File: src/rtl/vga_pkg.sv
// Shared types and constants for the VGA render command path.
package vga_pkg;

  // Entries per render bank as seen by vga_display.
  localparam int VGA_RENDER_Q_LEN = 25;

  // Magic byte that tells vga_display the command list is exhausted.
  localparam logic [7:0] VGA_DO_RENDER = 8'hFF;

  // Sprite kinds carried in the magic byte of a render command.
  localparam logic [7:0] SPRITE_MAGIC_NONE   = 8'h00;
  localparam logic [7:0] SPRITE_MAGIC_PLAYER = 8'h01;
  localparam logic [7:0] SPRITE_MAGIC_ENEMY  = 8'h02;
  localparam logic [7:0] SPRITE_MAGIC_BULLET = 8'h03;
  localparam logic [7:0] SPRITE_MAGIC_TEXT   = 8'h04;

  typedef struct packed {
    logic [7:0]  magic;
    logic [15:0] x;
    logic [15:0] y;
    logic [7:0]  flags;
  } render_cmd_t;

  localparam render_cmd_t SENTINEL_CMD = '{
    magic: VGA_DO_RENDER,
    x:     16'h0000,
    y:     16'h0000,
    flags: 8'h00
  };

  // Avalon register map. Status readback shares index 0 with the
  // {magic, flags} staging write.
  localparam logic [2:0] REG_MAGIC_FLAGS = 3'd0;
  localparam logic [2:0] REG_X           = 3'd1;
  localparam logic [2:0] REG_Y           = 3'd2;
  localparam logic [2:0] REG_PUSH        = 3'd3;
  localparam logic [2:0] REG_COMMIT      = 3'd4;
  localparam logic [2:0] REG_CLEAR       = 3'd5;
  localparam logic [2:0] REG_STATUS      = 3'd0;

  // Bank swap state: either filling freely, or holding a committed fill
  // bank until the next end of field.
  typedef enum logic {
    SWAP_IDLE    = 1'b0,
    SWAP_PENDING = 1'b1
  } swap_state_t;

  // Status word layout seen by software.
  function automatic logic [15:0] pack_status(
    input logic [4:0] fill_count,
    input logic [4:0] active_count,
    input logic       rejected,
    input logic       overflow,
    input logic       pending
  );
    return {pending, overflow, rejected, 3'b000, active_count, fill_count};
  endfunction

endpackage

File: src/rtl/cmd_bank.sv
// One bank of render commands: synchronous write, combinational read.
module cmd_bank
  import vga_pkg::*;
#(
  parameter int DEPTH  = VGA_RENDER_Q_LEN,
  parameter int ADDR_W = 5
) (
  input  logic              clk50,
  input  logic              we,
  input  logic [ADDR_W-1:0] waddr,
  input  render_cmd_t       wdata,
  input  logic [ADDR_W-1:0] raddr,
  output render_cmd_t       rdata
);

  localparam logic [ADDR_W-1:0] LAST = ADDR_W'(DEPTH - 1);

  render_cmd_t mem [DEPTH];

  // Store a command; addresses past the last entry are dropped.
  always_ff @(posedge clk50) begin
    if (we && (waddr <= LAST)) begin
      mem[waddr] <= wdata;
    end
  end

  // Combinational read; out-of-range reads return the sentinel.
  always_comb begin
    rdata = SENTINEL_CMD;
    if (raddr <= LAST) begin
      rdata = mem[raddr];
    end
  end

endmodule

File: src/rtl/render_cmd_queue.sv
// Double-banked render command scheduler between software and vga_display.
//
// state        | meaning
// -------------+---------------------------------------------------------
// SWAP_IDLE    | fill bank open for pushes; active bank replays each frame
// SWAP_PENDING | fill bank committed and frozen, swaps at next end_of_field
module render_cmd_queue
  import vga_pkg::*;
#(
  parameter int DEPTH = VGA_RENDER_Q_LEN,
  parameter int CNT_W = 5
) (
  input  logic        clk50,
  input  logic        reset,
  input  logic        chipselect,
  input  logic        write,
  input  logic        read,
  input  logic [2:0]  address,
  input  logic [15:0] writedata,
  output logic [15:0] readdata,
  input  logic        end_of_field,
  output logic [47:0] render_queue_dout,
  input  logic        render_queue_pop_front
);

  localparam logic [CNT_W-1:0] DEPTH_C = CNT_W'(DEPTH);

  swap_state_t state;
  swap_state_t state_nxt;

  logic [7:0]       stg_magic;
  logic [7:0]       stg_flags;
  logic [15:0]      stg_x;
  logic [15:0]      stg_y;

  logic [CNT_W-1:0] fill_count;
  logic [CNT_W-1:0] active_count;
  logic [CNT_W-1:0] rd_ptr;
  logic             fill_sel;
  logic             overflow;
  logic             rejected;
  logic             pending;

  logic             wr_en;
  logic             rd_en;
  logic             do_push;
  logic             do_commit;
  logic             do_clear;

  logic             push_ok;
  logic             set_overflow;
  logic             set_rejected;
  logic             swap;
  logic             clear_fill;

  render_cmd_t      stage_cmd;
  render_cmd_t      bank0_rdata;
  render_cmd_t      bank1_rdata;
  render_cmd_t      active_rdata;

  assign wr_en     = chipselect && write;
  assign rd_en     = chipselect && read;
  assign do_push   = wr_en && (address == REG_PUSH);
  assign do_commit = wr_en && (address == REG_COMMIT);
  assign do_clear  = wr_en && (address == REG_CLEAR);
  assign pending   = (state == SWAP_PENDING);

  assign stage_cmd = '{magic: stg_magic, x: stg_x, y: stg_y, flags: stg_flags};

  // Swap state register.
  always_ff @(posedge clk50) begin
    if (reset) begin
      state <= SWAP_IDLE;
    end else begin
      state <= state_nxt;
    end
  end

  // Next state and per-cycle bank control decode.
  always_comb begin
    state_nxt    = state;
    push_ok      = 1'b0;
    set_overflow = 1'b0;
    set_rejected = 1'b0;
    swap         = 1'b0;
    clear_fill   = 1'b0;
    case (state)
      SWAP_IDLE: begin
        if (do_clear) begin
          clear_fill = 1'b1;
        end else if (do_commit) begin
          state_nxt = SWAP_PENDING;
        end else if (do_push) begin
          if (fill_count < DEPTH_C) begin
            push_ok = 1'b1;
          end else begin
            set_overflow = 1'b1;
          end
        end
      end
      SWAP_PENDING: begin
        // The committed bank is frozen; a push here is lost.
        if (do_push) begin
          set_rejected = 1'b1;
        end
        // Clear beats a coincident end_of_field so the swap is cancelled.
        if (do_clear) begin
          clear_fill = 1'b1;
          state_nxt  = SWAP_IDLE;
        end else if (end_of_field) begin
          swap      = 1'b1;
          state_nxt = SWAP_IDLE;
        end
      end
      default: state_nxt = SWAP_IDLE;
    endcase
  end

  // Staging registers; they keep their value across pushes.
  always_ff @(posedge clk50) begin
    if (reset) begin
      stg_magic <= 8'h00;
      stg_flags <= 8'h00;
      stg_x     <= 16'h0000;
      stg_y     <= 16'h0000;
    end else if (wr_en) begin
      case (address)
        REG_MAGIC_FLAGS: begin
          stg_magic <= writedata[15:8];
          stg_flags <= writedata[7:0];
        end
        REG_X:   stg_x <= writedata;
        REG_Y:   stg_y <= writedata;
        default: ;
      endcase
    end
  end

  // Fill/active counts and bank ownership.
  always_ff @(posedge clk50) begin
    if (reset) begin
      fill_count   <= '0;
      active_count <= '0;
      fill_sel     <= 1'b0;
    end else begin
      if (clear_fill || swap) begin
        fill_count <= '0;
      end else if (push_ok) begin
        fill_count <= fill_count + CNT_W'(1);
      end
      if (swap) begin
        active_count <= fill_count;
        fill_sel     <= ~fill_sel;
      end
    end
  end

  // Sticky error flags, cleared only by software clear.
  always_ff @(posedge clk50) begin
    if (reset) begin
      overflow <= 1'b0;
      rejected <= 1'b0;
    end else if (clear_fill) begin
      overflow <= 1'b0;
      rejected <= 1'b0;
    end else begin
      if (set_overflow) overflow <= 1'b1;
      if (set_rejected) rejected <= 1'b1;
    end
  end

  // Read pointer: rewinds every field, pops saturate at the sentinel.
  always_ff @(posedge clk50) begin
    if (reset) begin
      rd_ptr <= '0;
    end else if (end_of_field) begin
      rd_ptr <= '0;
    end else if (render_queue_pop_front && (rd_ptr < active_count)) begin
      rd_ptr <= rd_ptr + CNT_W'(1);
    end
  end

  // Registered status readback.
  always_ff @(posedge clk50) begin
    if (reset) begin
      readdata <= 16'h0000;
    end else if (rd_en) begin
      if (address == REG_STATUS) begin
        readdata <= pack_status(fill_count, active_count, rejected, overflow, pending);
      end else begin
        readdata <= 16'h0000;
      end
    end
  end

  cmd_bank #(
    .DEPTH  (DEPTH),
    .ADDR_W (CNT_W)
  ) u_bank0 (
    .clk50 (clk50),
    .we    (push_ok && !fill_sel),
    .waddr (fill_count),
    .wdata (stage_cmd),
    .raddr (rd_ptr),
    .rdata (bank0_rdata)
  );

  cmd_bank #(
    .DEPTH  (DEPTH),
    .ADDR_W (CNT_W)
  ) u_bank1 (
    .clk50 (clk50),
    .we    (push_ok && fill_sel),
    .waddr (fill_count),
    .wdata (stage_cmd),
    .raddr (rd_ptr),
    .rdata (bank1_rdata)
  );

  // The active bank is whichever one is not being filled.
  assign active_rdata      = fill_sel ? bank0_rdata : bank1_rdata;
  assign render_queue_dout = (rd_ptr < active_count) ? active_rdata : SENTINEL_CMD;

endmodule

File: config.mk
export PLATFORM = sky130hd
export DESIGN_NAME = render_cmd_queue
export DESIGN_NICKNAME = d
export VERILOG_FILES = /design/src/rtl/vga_pkg.sv /design/src/rtl/cmd_bank.sv /design/src/rtl/render_cmd_queue.sv
export SDC_FILE = /design/constraint.sdc
export NUM_CORES = 2
export LEC_CHECK = 0
export ABC_CLOCK_PERIOD_IN_PS = 6400
export BUFFER_PORTS_ARGS = -buffer_cell sky130_fd_sc_hd__buf_2
export CORE_AREA = 4 4 374 524
export DETAILED_ROUTE_END_ITERATION = 8
export DIE_AREA = 0 0 378 528
export PLACE_DENSITY = 0.73
export SLEW_MARGIN = 15
export SYNTH_ARGS = -nofsm -noshare
export SYNTH_HDL_FRONTEND = slang
export SYNTH_SLANG_ARGS = --single-unit
File: constraint.sdc
create_clock -name clk50 -period 6.4 [get_ports clk50]
set_clock_uncertainty 0.15 [all_clocks]
set_input_delay 0.64 -clock clk50 [delete_from_list [all_inputs] [get_ports clk50]]
set_output_delay 0.64 -clock clk50 [all_outputs]
set_load 0.05 [all_outputs]
==> impl_results.md <==
* Outcome: finished, final reports clean
* Worst vdd ir at 0.0002935 V
* Leading cell type in the layout, fill and taps excluded: edfxtp_1
* Area of the multi-input gates at 20,390 sq um
* First drt pass iteration count at 6
* Layout Utilization at 55.92%
* Largest net degree at the start of global routing at 88
* Final WL at 251,600 um
* Overflow after GRT at 0
* Synth Register Bits at 2,485
* Register clock-pin slew on the reported worst setup and hold paths at 70 ps
* PwrDens at 287.0 nW/um^2
* Final hold viol count at 0
* WL/cell at 33.66 um
* Placed cells at 7,048
* Overall Global Routing Usage at 25.25%
* Post-Syn Area at 95,280 sq um
* Pint at 24.67 mW
* Row count at 190
* Seq/Total Area, Yosys at 77.42%
* Fin crit period at 5475 ps
* TritonCTS buffer count at 215
* Die ar. at 199,600 sq um
* Min setup slack post-route at 924.7 ps
* DRC at 0
* CORE AREA at 191,100 sq um
* Most frequent cells in the layout: 2,400 x edfxtp_1, 543 x mux4_2, 215 x clkbuf_16, 210 x nand2_1, 171 x mux2i_1
* Slowest Stage Delay on Critical Path at 880 ps
* Most frequent CP cell: buf_4
* CP delay by family, top: buffers and inverters
* Nets@finish at 4,824
* Via density at 6.562
* Antenna violations before repair at 10
* Share of cells above drive strength 1 at 24.95%
* Final Max Slew Viols at 0
* Vias at 49,050
* Syn_area_per_cell at 20.94 sq um
* Root buf cell: clkbuf_16
* CTS tree: yes
* Leading area contributor after synthesis: edfxtp_1
* CTS max path bufs at 3
* HP Class: input port to flip-flop
* Post-CTS Setup Repair Bufs at 0
* Sequential cell area at 73,800 sq um
* Post-synth EDFFs at 2,400
* CP bufs+invs at 4
* Crit path DAT at 4690 ps
* Top cell type's share of synthesized area at 75.64%
* Detail Route Antenna Nets at 0
* Sw power at 6.013 mW
* CP max stage cell: dfxtp_4
* CP Max Fanout at 31
* MaxCap Viol Count at 0
* YS warnings at 0
* Async SR Flop Fraction at 0%
* Finished Layout Cells at 7,475
* Worst Setup End Kind: primary output
* Achievable frequency at 0.1826 GHz
* Clk sinks at 2,485
* Dpl hpwl at 139,000 um
* Switching Share at 19.60%
* Critical path type: flip-flop to primary output
* Chip Width at 378 um
* I/O Buffers at 86
* Worst rel slew slack at 20.07%
* Post-synth top flop: edfxtp_1
* Sequential share of power at 57.4%
* GPL Wtd Cong at 0.8497
* Clk network pwr share at 42.1%
* DIE HEIGHT at 528 um
* Worst-margin pin slew at 1196 ps
* Layout area overhead at 12.18%
* Vias in the first global route at 49,310
* Fill count at 13,810
* CP Launch Type: flip-flop
* Starting DRT DRC Count at 6,941
* Comb power frac at 0.5%
* Final worst path period share at 85.55%
* Pleak at 34.99 nW
* Initial Util at 49.85%
* Synth cell types at 57
* Worst skew pair latency at 870 ps
* Cells after Synth at 4,550
* WP data required at 5610 ps
* Ports at 90
* Final setup viols at 0
* Setup TNS at 0 ps
* Clock H-tree levels at 4
* Unrepaired setup endpoints after global routing: false
* First-pass GRT wire length at 358,700 um
* Crit path cell chain: clkinv_2 -> buf_4 -> buf_4 -> nor2_1 -> a221oi_1 -> o21ai_0 -> a21oi_1 -> nor3_1 -> buf_2
* Post-Place Setup Slack at 1894 ps
* Dominant cells by area after synthesis: edfxtp_1 76%, mux4_2 13%, mux2i_1 1.8%, dfxtp_1 1.8%, nand2_1 0.83%
==> power groups by stage <==
| stage | Sequential, mW | Combinational (mW) | Clock (mW) |
|---|---|---|---|
| 3_3_place_gp | 18.0 | 0.122 | 0 |
| 2_1_floorplan | 18.0 | 0.0383 | 0 |
| 5_1_grt | 17.6 | 0.149 | 13.7 |
| 6_report | 17.6 | 0.142 | 12.9 |
| 3_5_place_dp | 18.0 | 0.127 | 0 |
| 4_1_cts | 17.6 | 0.136 | 13.0 |
==> cells in the mapped netlist, drive strengths merged, types with 31 or more instances <==
cell    number
nor2b       31
mux4       543
nand2      210
mux2        33
a221oi      39
nor2       120
nor3        36
o21ai      125
a22oi       66
edfxtp    2400
a211oi      44
buf        164
dfxtp       85
a21oi      156
mux2i      171
clkbuf     107
o22ai       59
==> state kept, by name, indices dropped and copies added (netlist names), 8 cells and up, named ones only <==
register     flops
readdata        13
stg_flags        8
stg_magic        8
stg_x           16
stg_y           16
u_bank0.mem   1200
u_bank1.mem   1200
==> area by class of cell <==
type / count / area share [%]
flip-flops and latches: 2485 / 69.04
well taps: 2496 / 2.922
inverters: 15 / 0.05853
diodes: 5 / 0.01171
clock buffers: 257 / 5.218
clock inverters: 146 / 1.310
multi-input cells: 1781 / 19.08
repair buffers: 290 / 2.365
==> logic make-up after synthesis <==
group / count (synthesis) / synth area share [%]
adder cells (fa/ha/maj): 10 / 0.1313
flip-flops: 2485 / 77.42
multiplexers: 747 / 15.02
XOR/XNOR: 6 / 0.05516
AND/OR/NAND/NOR: 458 / 2.094
buffers and inverters: 286 / 1.610
other: 1 / 0.003936
AO/OA/AOI/OAI: 557 / 3.662
==> stage by stage <==
stage          hold slack, ps  power (mW)  instance area [sq um]
2_1_floorplan           291.6       18.03                  95290
3_3_place_gp            292.2       18.09                  99690
3_5_place_dp            299.6       18.10                  99690
4_1_cts                 6.798       30.77                 106900
5_1_grt                 62.20       31.48                 106900
6_report                82.52       30.68                 106900
==> final timing paths <==
path                              start                       endpoint  slack (ps)  cells after the start
max                           flip-flop          render_queue_dout[21]         920                      9
min                          address[1]          rejected$_SDFFE_PP0P_          80                      3
max reg2reg  fill_count[2]$_SDFFE_PP0N_  u_bank1.mem[11][23]$_DFFE_PP_        2260                      6
min reg2reg       stg_y[6]$_SDFFE_PP0P_          stg_y[6]$_SDFFE_PP0P_         310                      2
==> worst register-to-register path, cell delays in order (launching register included) <==
cell,delay (ps)
dfxtp_1,520
o311ai_0,470
and2_1,440
and3b_1,310
nand2_1,380
nor2_4,1010
buf_12,420
==> per-layer routing <==
layer,track usage (%),vias up,wire length [um]
met3,5.358,617,26000
met4,11.10,4,12310
met1,32.99,25700,88660
met2,41.24,3355,124600
met5,0,-,30
li1,-,19380,-
==> timing repair <==
action                    in CTS  in global routing
resized for setup              0                  0
hold buffers                  18                  0
hold endpoints to repair      57                  0
Power figures use the tool's default switching activity.
